--- config.mk ---
export PLATFORM = sky130hd
export DESIGN_NAME = sram_march_bist
export DESIGN_NICKNAME = d
export VERILOG_FILES = /design/src/rtl/sram_bist_pkg.sv /design/src/rtl/sram_bist_addr_gen.sv /design/src/rtl/sram_march_bist.sv
export SDC_FILE = /design/constraint.sdc
export NUM_CORES = 1
export LEC_CHECK = 0
export ABC_AREA = 1
export CAP_MARGIN = 20
export CORE_MARGIN = 2
export CORE_UTILIZATION = 53
export DETAILED_ROUTE_END_ITERATION = 7
export PLACE_DENSITY = 0.87
export SYNTH_ARGS = -nofsm -noshare
export SYNTH_HDL_FRONTEND = slang
export SYNTH_HIERARCHICAL = 1
export SYNTH_SLANG_ARGS = --single-unit
--- constraint.sdc ---
create_clock -name clk -period 5.26 [get_ports clk]
set_input_delay 0.526 -clock clk [delete_from_list [all_inputs] [get_ports clk]]
set_output_delay 0.526 -clock clk [all_outputs]
set_load 0.02 [all_outputs]
--- src/rtl/sram_bist_pkg.sv ---
// Shared types and constants for the SRAM March C- BIST.
// Holds the FSM state enum, the march-element descriptor (direction,
// operation sequence, read/write data backgrounds) and the two data
// backgrounds P0/P1, plus small helpers that describe the element order.
package sram_bist_pkg;

    localparam int unsigned PAT_WIDTH = 32;
    localparam logic [PAT_WIDTH-1:0] P0 = 32'h0000_0000;
    localparam logic [PAT_WIDTH-1:0] P1 = 32'hFFFF_FFFF;

    typedef enum logic [3:0] {
        ST_IDLE,
        ST_M0,
        ST_M1,
        ST_M2,
        ST_M3,
        ST_M4,
        ST_M5,
        ST_DRAIN,
        ST_DONE
    } bist_state_e;

    typedef enum logic {
        DIR_UP,
        DIR_DOWN
    } march_dir_e;

    // Operation sequence applied to each word of an element.
    typedef enum logic [1:0] {
        OPS_W,     // single write
        OPS_RW,    // read then write of the same word
        OPS_R,     // single read
        OPS_NONE
    } march_ops_e;

    typedef struct packed {
        march_dir_e             dir;
        march_ops_e             ops;
        logic [PAT_WIDTH-1:0]   rd_pat;
        logic [PAT_WIDTH-1:0]   wr_pat;
    } march_elem_t;

    // March C-: up(w0); up(r0,w1); up(r1,w0); down(r0,w1); down(r1,w0); up(r0)
    function automatic march_elem_t march_elem(input bist_state_e st);
        march_elem_t e;
        e = '{dir: DIR_UP, ops: OPS_NONE, rd_pat: P0, wr_pat: P0};
        case (st)
            ST_M0: begin e.ops = OPS_W;  e.wr_pat = P0; end
            ST_M1: begin e.ops = OPS_RW; e.rd_pat = P0; e.wr_pat = P1; end
            ST_M2: begin e.ops = OPS_RW; e.rd_pat = P1; e.wr_pat = P0; end
            ST_M3: begin e.dir = DIR_DOWN; e.ops = OPS_RW; e.rd_pat = P0; e.wr_pat = P1; end
            ST_M4: begin e.dir = DIR_DOWN; e.ops = OPS_RW; e.rd_pat = P1; e.wr_pat = P0; end
            ST_M5: begin e.ops = OPS_R;  e.rd_pat = P0; end
            default: ;
        endcase
        return e;
    endfunction

    // State that follows a march element; M5 hands over to DRAIN.
    function automatic bist_state_e march_next(input bist_state_e st);
        case (st)
            ST_M0:   return ST_M1;
            ST_M1:   return ST_M2;
            ST_M2:   return ST_M3;
            ST_M3:   return ST_M4;
            ST_M4:   return ST_M5;
            ST_M5:   return ST_DRAIN;
            default: return ST_IDLE;
        endcase
    endfunction

    function automatic march_dir_e march_dir(input bist_state_e st);
        march_elem_t e;
        e = march_elem(st);
        return e.dir;
    endfunction

endpackage

--- src/rtl/sram_bist_addr_gen.sv ---
// Loadable up/down word-index counter for the march BIST.
// Ports:
//   clk, rst     clock, asynchronous active-high reset
//   load_i       reload the counter (wins over step_i)
//   load_dir_i   direction of the element being entered: UP loads 0,
//                DOWN loads NUM_WORDS-1
//   step_i       advance one word in direction dir_i
//   dir_i        direction of the element currently running
//   addr_o       current word index
//   last_o       addr_o is the final index for direction dir_i
// The controller reloads at every element boundary instead of stepping
// past the end, so the index always stays within 0..NUM_WORDS-1.
module sram_bist_addr_gen
    import sram_bist_pkg::*;
#(
    parameter int unsigned NUM_WORDS = 2048,
    parameter int unsigned AW        = $clog2(NUM_WORDS)
) (
    input  logic          clk,
    input  logic          rst,
    input  logic          load_i,
    input  march_dir_e    load_dir_i,
    input  logic          step_i,
    input  march_dir_e    dir_i,
    output logic [AW-1:0] addr_o,
    output logic          last_o
);

    localparam logic [AW-1:0] LAST_IDX = AW'(NUM_WORDS - 1);

    logic [AW-1:0] addr_q;
    logic [AW-1:0] addr_d;

    always_comb begin
        addr_d = addr_q;
        if (load_i) begin
            addr_d = (load_dir_i == DIR_DOWN) ? LAST_IDX : '0;
        end else if (step_i) begin
            addr_d = (dir_i == DIR_DOWN) ? addr_q - AW'(1) : addr_q + AW'(1);
        end
    end

    always_ff @(posedge clk or posedge rst) begin
        if (rst) begin
            addr_q <= '0;
        end else begin
            addr_q <= addr_d;
        end
    end

    assign addr_o = addr_q;
    assign last_o = (dir_i == DIR_DOWN) ? (addr_q == '0) : (addr_q == LAST_IDX);

endmodule

--- src/rtl/sram_march_bist.sv ---
// March C- built-in self test for a single-port word SRAM.
// Ports:
//   clk, rst      clock, asynchronous active-high reset (aborts a run)
//   start_i       run request, honoured only in IDLE or DONE
//   busy_o        run in progress
//   done_o        run complete; held until the next start or reset
//   fail_o        sticky mismatch flag for the current run
//   fail_addr_o   word index of the first mismatch
//   fail_data_o   read data captured at the first mismatch
//   mem_en_o, mem_we_o, mem_be_o, mem_addr_o, mem_wdata_o
//                 memory request (byte address = word index << 2)
//   mem_rdata_i   read data, valid the cycle after a read access
// Each read is checked one cycle later against the background recorded
// when it was issued; DRAIN exists only to check the final M5 read.
module sram_march_bist
    import sram_bist_pkg::*;
#(
    parameter int unsigned NUM_WORDS  = 2048,
    parameter int unsigned ADDR_WIDTH = 13,
    parameter int unsigned DATA_WIDTH = 32
) (
    input  logic                         clk,
    input  logic                         rst,
    input  logic                         start_i,
    output logic                         busy_o,
    output logic                         done_o,
    output logic                         fail_o,
    output logic [$clog2(NUM_WORDS)-1:0] fail_addr_o,
    output logic [DATA_WIDTH-1:0]        fail_data_o,
    output logic                         mem_en_o,
    output logic                         mem_we_o,
    output logic [DATA_WIDTH/8-1:0]      mem_be_o,
    output logic [ADDR_WIDTH-1:0]        mem_addr_o,
    output logic [DATA_WIDTH-1:0]        mem_wdata_o,
    input  logic [DATA_WIDTH-1:0]        mem_rdata_i
);

    localparam int unsigned AW = $clog2(NUM_WORDS);

    bist_state_e     state_q, state_d;
    logic            phase_q, phase_d;          // 0: read slot, 1: write slot of an r,w pair
    logic            cmp_vld_q, cmp_vld_d;
    logic [DATA_WIDTH-1:0] cmp_exp_q, cmp_exp_d;
    logic [AW-1:0]   cmp_addr_q, cmp_addr_d;
    logic            fail_q, fail_d;
    logic [AW-1:0]   fail_addr_q, fail_addr_d;
    logic [DATA_WIDTH-1:0] fail_data_q, fail_data_d;

    march_elem_t     elem;
    logic            slot_done;
    logic            ag_load;
    march_dir_e      ag_load_dir;
    logic            ag_step;
    logic [AW-1:0]   word_addr;
    logic            word_last;
    logic            en;
    logic            we;
    logic [DATA_WIDTH-1:0] wdata;

    sram_bist_addr_gen #(
        .NUM_WORDS (NUM_WORDS),
        .AW        (AW)
    ) u_addr_gen (
        .clk        (clk),
        .rst        (rst),
        .load_i     (ag_load),
        .load_dir_i (ag_load_dir),
        .step_i     (ag_step),
        .dir_i      (elem.dir),
        .addr_o     (word_addr),
        .last_o     (word_last)
    );

    always_comb begin
        state_d     = state_q;
        phase_d     = phase_q;
        ag_load     = 1'b0;
        ag_load_dir = DIR_UP;
        ag_step     = 1'b0;
        en          = 1'b0;
        we          = 1'b0;
        wdata       = '0;
        cmp_vld_d   = 1'b0;
        cmp_exp_d   = '0;
        cmp_addr_d  = word_addr;
        fail_d      = fail_q;
        fail_addr_d = fail_addr_q;
        fail_data_d = fail_data_q;
        slot_done   = 1'b0;
        elem        = march_elem(state_q);

        // Only the first mismatch of a run is recorded.
        if (cmp_vld_q && (mem_rdata_i != cmp_exp_q) && !fail_q) begin
            fail_d      = 1'b1;
            fail_addr_d = cmp_addr_q;
            fail_data_d = mem_rdata_i;
        end

        case (state_q)
            ST_IDLE, ST_DONE: begin
                if (start_i) begin
                    state_d     = ST_M0;
                    phase_d     = 1'b0;
                    ag_load     = 1'b1;
                    ag_load_dir = DIR_UP;
                    fail_d      = 1'b0;
                    fail_addr_d = '0;
                    fail_data_d = '0;
                end
            end
            ST_DRAIN: begin
                state_d = ST_DONE;
            end
            default: begin
                en = 1'b1;
                case (elem.ops)
                    OPS_W: begin
                        we        = 1'b1;
                        slot_done = 1'b1;
                    end
                    OPS_R: begin
                        slot_done = 1'b1;
                    end
                    OPS_RW: begin
                        we        = phase_q;
                        phase_d   = ~phase_q;
                        slot_done = phase_q;
                    end
                    default: begin
                        slot_done = 1'b1;
                    end
                endcase
                // Element boundaries reload the counter so the next element
                // starts in the same cycle with no gap.
                if (slot_done) begin
                    if (word_last) begin
                        state_d     = march_next(state_q);
                        ag_load     = 1'b1;
                        ag_load_dir = march_dir(march_next(state_q));
                    end else begin
                        ag_step = 1'b1;
                    end
                end
                if (we) begin
                    wdata = DATA_WIDTH'(elem.wr_pat);
                end else begin
                    cmp_vld_d = 1'b1;
                    cmp_exp_d = DATA_WIDTH'(elem.rd_pat);
                end
            end
        endcase
    end

    always_ff @(posedge clk or posedge rst) begin
        if (rst) begin
            state_q     <= ST_IDLE;
            phase_q     <= 1'b0;
            cmp_vld_q   <= 1'b0;
            cmp_exp_q   <= '0;
            cmp_addr_q  <= '0;
            fail_q      <= 1'b0;
            fail_addr_q <= '0;
            fail_data_q <= '0;
        end else begin
            state_q     <= state_d;
            phase_q     <= phase_d;
            cmp_vld_q   <= cmp_vld_d;
            cmp_exp_q   <= cmp_exp_d;
            cmp_addr_q  <= cmp_addr_d;
            fail_q      <= fail_d;
            fail_addr_q <= fail_addr_d;
            fail_data_q <= fail_data_d;
        end
    end

    assign busy_o      = (state_q != ST_IDLE) && (state_q != ST_DONE);
    assign done_o      = (state_q == ST_DONE);
    assign fail_o      = fail_q;
    assign fail_addr_o = fail_addr_q;
    assign fail_data_o = fail_data_q;
    assign mem_en_o    = en;
    assign mem_we_o    = we;
    assign mem_be_o    = en ? '1 : '0;
    assign mem_addr_o  = en ? ADDR_WIDTH'({word_addr, 2'b00}) : '0;
    assign mem_wdata_o = wdata;

endmodule
==> impl_metrics.json <==
{
  "diodes": 0,
  "fin_util_pct": 69.8,
  "report.final.slew_viol_count": 0,
  "r2r_end": "u_addr_gen/addr_o[1]$_DFFE_PP0P_",
  "finClkSkew_ns": 0.0103,
  "die_area_sq_mm": 0.00990,
  "status": "finished clean",
  "antenna_found_initial": 0,
  "min_from": "u_addr_gen/addr_o[7]$_DFFE_PP0P_",
  "path_max_fanout": 12,
  "routedWlPerCell_um": 13.5,
  "ctsResizeCount": 0,
  "core_sq_mm": 0.00876,
  "root_buffer": "clkbuf_8",
  "globalRouteOverflowTotal": 0,
  "vias_per_cell": 5.05,
  "fin_crit_sh_pct": 62.5,
  "row_count": 34,
  "p_seq_share_pct": 26.0,
  "drc_errors": 0,
  "hold_buffers": 0,
  "fp.dieW_um": 99.5,
  "p_int_mw": 2.05,
  "ir_drop_uv": 411,
  "clkLatencyLatePin_ns": 0.35,
  "maxCapViolations": 0,
  "area_growth_pct": 26.5,
  "ys_seq_elements": 73,
  "worstPathRequired_ns": 5.48,
  "synth_cell_types": 38,
  "tritoncts": "yes",
  "port_buffers": 129,
  "grt_pass1_vias": 4333,
  "start_util_pct": 55.2,
  "final_antenna_net_count": 0,
  "r2r-start": "state_q[3]$_DFFE_PP0P_",
  "path_class": "register to register",
  "ios": 132,
  "path_cells": "inv_1 > nand2_1 > nor2_1 > inv_1 > nor2_1 > nand4_1 > o31ai_1 > inv_1 > o31ai_1 > nor2_1 > a221o_1",
  "whs_ns": 0.503,
  "hold_path_end": "cmp_addr_q[7]$_DFF_PP0_",
  "rr_worst_depth": 11,
  "multi_input_area_sq_mm": 0.00198,
  "regArea_sq_mm": 0.00183,
  "power.leakage_nw": 3.41,
  "worstSetupStartpointType": "register",
  "arrival_ns": 3.51,
  "clock-sinks": 73,
  "drive_gt1_share_pct": 5.59,
  "cpMaxStageDelayCell": "nor2_1",
  "syn_area_sq_mm": 0.00483,
  "p_sw_mw": 1.85,
  "dp_hpwl_um": 8490,
  "syn_area_per_cell_sq_um": 6.74,
  "synthCells": 717,
  "ys_warn_count": 6,
  "cts_made_buffers": 9,
  "power_mw": 3.90,
  "hold_viol": 0,
  "h-tree-depth": 3,
  "cts.path.max_buffers": 2,
  "tightestPinTransition_ns": 0.937,
  "pwr-share-clk_pct": 12.2,
  "final_cells": 913,
  "max_stage_delay_ns": 0.75,
  "cts.clk_slew.worst_paths_ns": 0.08,
  "gp_congestion": 0.911,
  "routed_wl_um": 12300,
  "period_minus_slack_ns": 3.29,
  "track_usage_pct": 25.0,
  "dr_total_vias": 4611,
  "drtPass1Iterations": 4,
  "yosysSeqAreaShare_pct": 37.8,
  "slew_headroom_pct": 37.3,
  "grt_max_degree": 63,
  "setup_viol": 0,
  "whs_path_depth": 0,
  "fillers": 718,
  "place_inst": 898,
  "grt_pass1_wl_um": 19900,
  "rsz0062_at_grt": "false",
  "cp-end-kind": "register",
  "hold_path.class": "register to register",
  "power_per_cell_area_mw_per_mm2": 638,
  "sw_frac_of_total_pct": 47.5,
  "reg2reg_slack_ns": 1.97,
  "drt_iter0_drc": 200,
  "finalNetCount": 846,
  "die_y_um": 99.5,
  "postCtsSetupRepairBufs": 0,
  "fmax_mhz": 304,
  "combPwrFrac_pct": 61.8,
  "fin_setup_tns_ns": 0
}
==> per-layer routing <==
metal  vias up  track usage (%)  share of wire, %
met4         0             9.38               2.2
li1       2291                -                 -
met5         -                0                 0
met1      2125             31.8                41
met2       169             42.6                51
met3        26             4.43               6.3
==> layout by cell type, fill, tap and decap left out, drive strengths merged, types with 3 or more instances in the layout <==
cell type and n:
clkdlybuf4s50 129, buf 3, nand3b 5, o21ai 16, ha 9, a21oi 20, nor3 7, nand2 170
inv 173, clkinv 3, nand3 11, nor2 109, dfrtp 73, nand4 49, clkbuf 10
==> metrics by stage <==
stage | area, sq um | setup slack [ns]
floorplan | 4840 | 2.23
global placement | 5910 | 2.22
detailed placement | 5910 | 2.06
CTS | 6110 | 2.00
global route | 6110 | 1.58
finish | 6110 | 1.97
==> how the worst max path moves through the flow <==
stage	cells past startpoint	from	to	slack, ns
after floorplan	8	state_q[3]$_DFFE_PP0P_	mem_wdata_o[10]	2.23
after global placement	11	state_q[3]$_DFFE_PP0P_	u_addr_gen/addr_o[1]$_DFFE_PP0P_	2.22
after detailed placement	11	state_q[3]$_DFFE_PP0P_	u_addr_gen/addr_o[1]$_DFFE_PP0P_	2.06
after CTS	11	state_q[3]$_DFFE_PP0P_	u_addr_gen/addr_o[1]$_DFFE_PP0P_	2.00
after global routing	12	state_q[3]$_DFFE_PP0P_	u_addr_gen/addr_o[2]$_DFFE_PP0P_	1.58
final	11	state_q[3]$_DFFE_PP0P_	u_addr_gen/addr_o[1]$_DFFE_PP0P_	1.97
==> cell type report <==
class,instances,area share [%]
multi-input combinational,411,32.3
clock buffer,10,2.09
tap,108,2.21
clock inverter,5,1.33
inverter,174,10.7
timing repair buffer,132,21.5
sequential,73,29.9
==> synth_stat cells (all sizes together) <==
cell type | count | area share (%)
o22ai | 1 | 0.13
ha | 9 | 2.3
clkbuf | 8 | 0.62
o21ai | 16 | 1.7
o21bai | 1 | 0.16
nand3b | 5 | 0.78
a221o | 1 | 0.21
a21oi | 20 | 2.6
inv | 173 | 13
xnor2 | 1 | 0.18
dfrtp | 73 | 38
a21o | 1 | 0.16
nor4 | 2 | 0.26
o31ai | 2 | 0.31
xor2 | 2 | 0.36
nand4 | 49 | 6.5
nor2 | 109 | 8.7
nand3 | 11 | 1.6
conb | 1 | 0.078
a21boi | 1 | 0.16
nand2 | 170 | 14
clkinv | 1 | 0.078
fa | 1 | 0.41
nor3 | 7 | 0.72
buf | 52 | 7.2
==> sequential cells by signal, indices dropped and copies added, names as in the netlist <==
register           flops
fail_data_o           32
fail_o                 1
phase_q                1
state_q                4
cmp_vld_q              1
fail_addr_o           11
u_addr_gen/addr_o     11
cmp_addr_q            11
cmp_exp_q              1
==> worst max-delay path: cells and delay by family (launching register included) <==
family	cells	cell delay [ns]
flops	1	0.38
buf+inv	3	0.30
simple gates	5	1.47
compound gates	3	1.01
==> power groups by stage <==
| stage | registers [mW] | clock network [mW] | logic [mW] |
|---|---|---|---|
| 6_report | 1.01 | 0.477 | 2.41 |
| 5_1_grt | 1.04 | 0.506 | 2.64 |
| 4_1_cts | 1.01 | 0.482 | 2.41 |
| 3_5_place_dp | 1.02 | 0 | 2.39 |
| 3_3_place_gp | 1.00 | 0 | 2.33 |
| 2_1_floorplan | 1.15 | 0 | 1.47 |
==> cell families (layout without fill, tap and decap cells) <==
group / after synthesis / count (layout) / share of synthesized area (%)
buf+inv: 234 / 321 / 21.4
flops: 73 / 73 / 37.8
fa+ha+maj: 10 / 10 / 2.74
simple gates: 353 / 353 / 32.1
xor+xnor: 3 / 3 / 0.544
compound gates: 43 / 43 / 5.38
other cells: 1 / 2 / 0.0776
No activity file was read; power rests on OpenSTA's default activity.
